**config.mk**
```make
export PLATFORM = sky130hd
export DESIGN_NAME = conv_tree_deserializer
export DESIGN_NICKNAME = d
export VERILOG_FILES = /design/src/rtl/conv_tree_deserializer.sv
export SDC_FILE = /design/constraint.sdc
export NUM_CORES = 1
export LEC_CHECK = 0
export BUFFER_PORTS_ARGS = -buffer_cell sky130_fd_sc_hd__buf_2
export CORE_MARGIN = 5
export CORE_UTILIZATION = 48
export DETAILED_ROUTE_END_ITERATION = 8
export GPL_TIMING_DRIVEN = 0
export PLACE_DENSITY = 0.72
export SLEW_MARGIN = 5
export SYNTH_ARGS = -nofsm -noshare
export SYNTH_HDL_FRONTEND = slang
export SYNTH_SLANG_ARGS = --single-unit
export TNS_END_PERCENT = 100
```
**constraint.sdc**
```tcl
create_clock -name clk_i -period 1.2 [get_ports clk_i]
set_input_delay 0.18 -clock clk_i [delete_from_list [all_inputs] [get_ports clk_i]]
set_output_delay 0.18 -clock clk_i [all_outputs]
set_load 0.02 [all_outputs]
```
**src/rtl/conv_tree_deserializer.sv**
```systemverilog
// Serial-to-8-bit deserializer: sync-pattern hunt (CONV_DESER_SYNC_HUNT_EN), bit-slip, resync.
// Latency: word registered on the edge sampling its 8th bit; word_valid_o is a one-cycle pulse.
// Backpressure: none, one bit accepted every cycle; slip_i drops the current bit while locked.
module conv_tree_deserializer #(
    parameter logic [7:0] SYNC_PATTERN = 8'hA5
) (
    input  logic clk_i,
    input  logic rst_i,
    input  logic serial_in_i,
    input  logic slip_i,
    input  logic resync_i,
    output logic par_out1_o,
    output logic par_out2_o,
    output logic par_out3_o,
    output logic par_out4_o,
    output logic par_out5_o,
    output logic par_out6_o,
    output logic par_out7_o,
    output logic par_out8_o,
    output logic word_valid_o,
    output logic word_is_sync_o,
    output logic locked_o
);

    logic [7:0] win_q, win_d;
    logic [7:0] par_q, par_d;
    logic [2:0] bit_cnt_q, bit_cnt_d;
    logic       vld_q, vld_d;
    logic       is_sync_q, is_sync_d;
    logic [7:0] win_shift;
    logic       locked;

    // Oldest bit sits at index 0 (PAR_OUT1), newest enters at index 7.
    assign win_shift = {serial_in_i, win_q[7:1]};

`ifdef CONV_DESER_SYNC_HUNT_EN
    typedef enum logic {
        ST_HUNT   = 1'b0,
        ST_LOCKED = 1'b1
    } state_t;

    state_t     state_q, state_d;
    logic [3:0] fill_q, fill_d;
    logic       sync_hit;

    // Only a fully populated window may match.
    assign sync_hit = (fill_q >= 4'd7) && (win_shift == SYNC_PATTERN);

    always_ff @(posedge clk_i) begin
        if (rst_i) begin
            state_q <= ST_HUNT;
            fill_q  <= 4'd0;
        end else begin
            state_q <= state_d;
            fill_q  <= fill_d;
        end
    end

    always_comb begin
        state_d = state_q;
        if (resync_i) begin
            state_d = ST_HUNT;
        end else if (state_q == ST_HUNT && sync_hit) begin
            state_d = ST_LOCKED;
        end
    end

    always_comb begin
        locked_o = (state_q == ST_LOCKED);
    end

    assign locked = (state_q == ST_LOCKED);

    always_comb begin
        fill_d = fill_q;
        if (resync_i) begin
            fill_d = 4'd0;
        end else if (!locked && fill_q != 4'd8) begin
            fill_d = fill_q + 4'd1;
        end
    end
`else
    assign locked   = 1'b1;
    assign locked_o = 1'b1;
`endif

    always_comb begin
        win_d     = win_q;
        bit_cnt_d = bit_cnt_q;
        par_d     = par_q;
        vld_d     = 1'b0;
        is_sync_d = 1'b0;
        if (resync_i) begin
            bit_cnt_d = 3'd0;
        end else if (!(locked && slip_i)) begin
            win_d = win_shift;
            if (locked) begin
                bit_cnt_d = bit_cnt_q + 3'd1;
                if (bit_cnt_q == 3'd7) begin
                    par_d     = win_shift;
                    vld_d     = 1'b1;
                    is_sync_d = (win_shift == SYNC_PATTERN);
                end
            end
        end
    end

    always_ff @(posedge clk_i) begin
        if (rst_i) begin
            win_q     <= 8'd0;
            par_q     <= 8'd0;
            bit_cnt_q <= 3'd0;
            vld_q     <= 1'b0;
            is_sync_q <= 1'b0;
        end else begin
            win_q     <= win_d;
            par_q     <= par_d;
            bit_cnt_q <= bit_cnt_d;
            vld_q     <= vld_d;
            is_sync_q <= is_sync_d;
        end
    end

    assign {par_out8_o, par_out7_o, par_out6_o, par_out5_o,
            par_out4_o, par_out3_o, par_out2_o, par_out1_o} = par_q;
    assign word_valid_o   = vld_q;
    assign word_is_sync_o = is_sync_q;

endmodule
```
==> reports/qor.txt <==
Crit Path Max Fanout -> 8
Top_reg_cell synth -> dfxtp_1
Post-Route Setup TNS -> -187 ps
Outcome -> complete, but fails checks
Initial Util -> 49.7%
Worst IR drop on VDD -> 797 µV
Chip width -> 54.6 µm
Place WS -> -99.5 ps
Min Tclk post-route -> 1240 ps
Non-filler instance count after layout -> 132
Chip height -> 54.6 µm
Power per cell area -> 949 mW/mm²
Synth top area share -> 41.9%
Final hold vios -> 0
Failing checks -> setup timing
Total core area -> 0.00192 mm²
Flop2flop setup slack -> -40 ps
Remaining antenna violation count -> 0
Cells after DPL -> 126
Warnings, synthesis -> 0
Share of post-route cells with drive strength above 1 -> 40.0%
I/O pin count -> 16
Layout area overhead -> 18.1%
Final nets -> 114
Post-synth EDFFs -> 0
Critical path type -> flip-flop to flip-flop
Clock H-tree levels -> 1
Row count -> 16
Worst Setup End Kind -> flip-flop
Ant diodes -> 0
Via density -> 5.07
Achievable Freq -> 810 MHz
Sequential area share after synthesis -> 41.9%
Endpoints failing setup -> 8
Avg WL per Cell -> 12.7 µm
CTS tree -> yes
Final wirelength -> 1670 µm
P_leak -> 0.000412 µW
First-pass GRT wire length -> 2900 µm
DR vias -> 669
Synth area leader -> dfxtp_1
Die area -> 0.00298 mm²
CTS Buf Count -> 3
Syn Nets -> 94
Worst-case clock buffer depth -> 2
Final Cycle Share -> 103%
Top cells by area, synth -> dfxtp_1 42%, mux2i_1 10%, nand2b_1 10%, a21oi_2 6.4%, or3b_1 6.4%
Asr flop ratio synth -> 0%
Buffers on Ports -> 12
MaxCap Viol Count -> 0
Syn Area/Cell -> 11.0 µm²
Synthesized cell area -> 955 µm²
Global Route Usage Sum -> 13.6%
Worst hold path class -> input pin to flip-flop
Critical Path Source Type -> flip-flop
Gate Count Post-Synth -> 87
HP Start -> serial_in_i
Worst clock skew -> 3.33 ps
Largest net degree at the start of global routing -> 11
Post-route DRC -> 0
Fill cell count -> 182
Reg clk slew, reported paths -> 110 ps
Initial antenna violation count -> 0
Vias in the first global route -> 655
FF-to-FF Start -> bit_cnt_q[1]
Final slew viol count -> 0
Grt ovf -> 0
RD Place Congestion -> 0.722
Root buffer cell -> clkbuf_4
HPWL after DPL -> 1140 µm
Worst setup path start -> bit_cnt_q[1]
Synth Register Bits -> 20
CTS Sinks -> 20
RSZ-0062 raised after global routing -> yes
Total iterations of the first detailed-routing run -> 4
CP Data Required Time -> 1430 ps
CP arrival -> 1470 ps
PnR worst setup slack -> -35.0 ps
Worst-Skew Late Latency -> 290 ps
Initial DRC count -> 5
Yosys cell types -> 17
CTS Hold Buffers Added -> 0
==> flip-flops by register name, indices dropped and copies added, names as in the netlist <==
signal,cells
par_q,8
win_q,7
bit_cnt_q,3
word_is_sync_o,1
word_valid_o,1
==> layout by cell type, fill, tap and decap left out <==
| master | netlist | layout |
|---|---|---|
| a21oi_2 | 7 | 7 |
| dfxtp_2 | 0 | 2 |
| mux2i_1 | 10 | 10 |
| o21ai_0 | 7 | 7 |
| clkbuf_4 | 0 | 3 |
| or3b_1 | 7 | 7 |
| nor4b_4 | 1 | 1 |
| buf_6 | 3 | 3 |
| buf_2 | 2 | 14 |
| nand2b_1 | 16 | 16 |
| and3_1 | 1 | 1 |
| buf_4 | 3 | 6 |
| nor4bb_1 | 2 | 2 |
| nor3b_4 | 0 | 1 |
| xor2_1 | 1 | 1 |
| dfxtp_1 | 20 | 18 |
| ha_4 | 0 | 2 |
| nor3_2 | 3 | 3 |
| conb_1 | 1 | 1 |
==> cells in the mapped netlist, types with 2 or more instances <==
library cell,n
a21oi_2,7
buf_2,2
buf_4,3
buf_6,3
dfxtp_1,20
ha_1,2
mux2i_1,10
nand2b_1,16
nor3_2,3
nor4bb_1,2
o21ai_0,7
or3b_1,7
==> worst paths after layout <==
kind              depth (start not counted)        to
setup / recovery                          5  par_q[5]
hold / removal                            3  par_q[7]
setup reg to reg                          5  par_q[5]
hold reg to reg                           2  par_q[2]
==> kinds of logic (layout without fill, tap and decap cells) <==
logic type	count (synthesis)	count (layout)	synth area share (%)
AOI/OAI and AO/OA	14	14	10.1
other	1	1	0.393
xor gates and xnor gates	1	1	0.918
DFF	20	20	41.9
adders and majority gates	2	2	2.62
buffers and inverters	8	26	6.95
muxes	10	10	10.5
and+or+nand+nor	31	31	26.6
==> area by class of cell <==
cell class	instances	area [µm²]	area share (%)
buffer	8	66.3	5.88
clock buffer	3	22.5	2.00
multi-input combinational	59	519	46.1
timing repair buffer	15	82.6	7.33
tap	27	33.8	3.00
sequential	20	403	35.7
==> stage by stage <==
| stage | area [µm²] | hold WS, ps | power [µW] | utilization (%) |
|---|---|---|---|---|
| floorplan | 955 | 255 | 751 | - |
| global placement | 1050 | 404 | 769 | 54.6 |
| detailed placement | 1050 | 410 | 770 | 54.6 |
| CTS | 1120 | 88.0 | 1090 | 58.3 |
| global route | 1130 | 169 | 1120 | 58.7 |
| finish | 1130 | 163 | 1070 | 58.7 |
==> power breakdown <==
part,internal (µW),switching (µW)
clock network,117,193
registers,669,4.27
logic,38.3,49.5
total,824,246
==> repair_timing <==
item / CTS / global route
pin swaps: 0 / 2
gates resized for setup: 7 / 0
setup endpoints to repair: 8 / 9
buffers inserted: 2 / 1
==> worst max-delay path: stages, from the launching register on <==
cell	delay, ps
dfxtp_2	370
ha_4	140
ha_4	120
nor3b_4	180
buf_6	180
mux2i_1	190
==> per-layer routing <==
layer / vias to the layer above / part of all wire, % / GRT usage, %
met5: - / 0 / 0
met4: 0 / 0.72 / 7.47
met3: 2 / 5.0 / 3.27
met2: 12 / 46 / 22.0
met1: 319 / 48 / 16.4
li1: 336 / - / -
(Power assumes the default switching activity.)
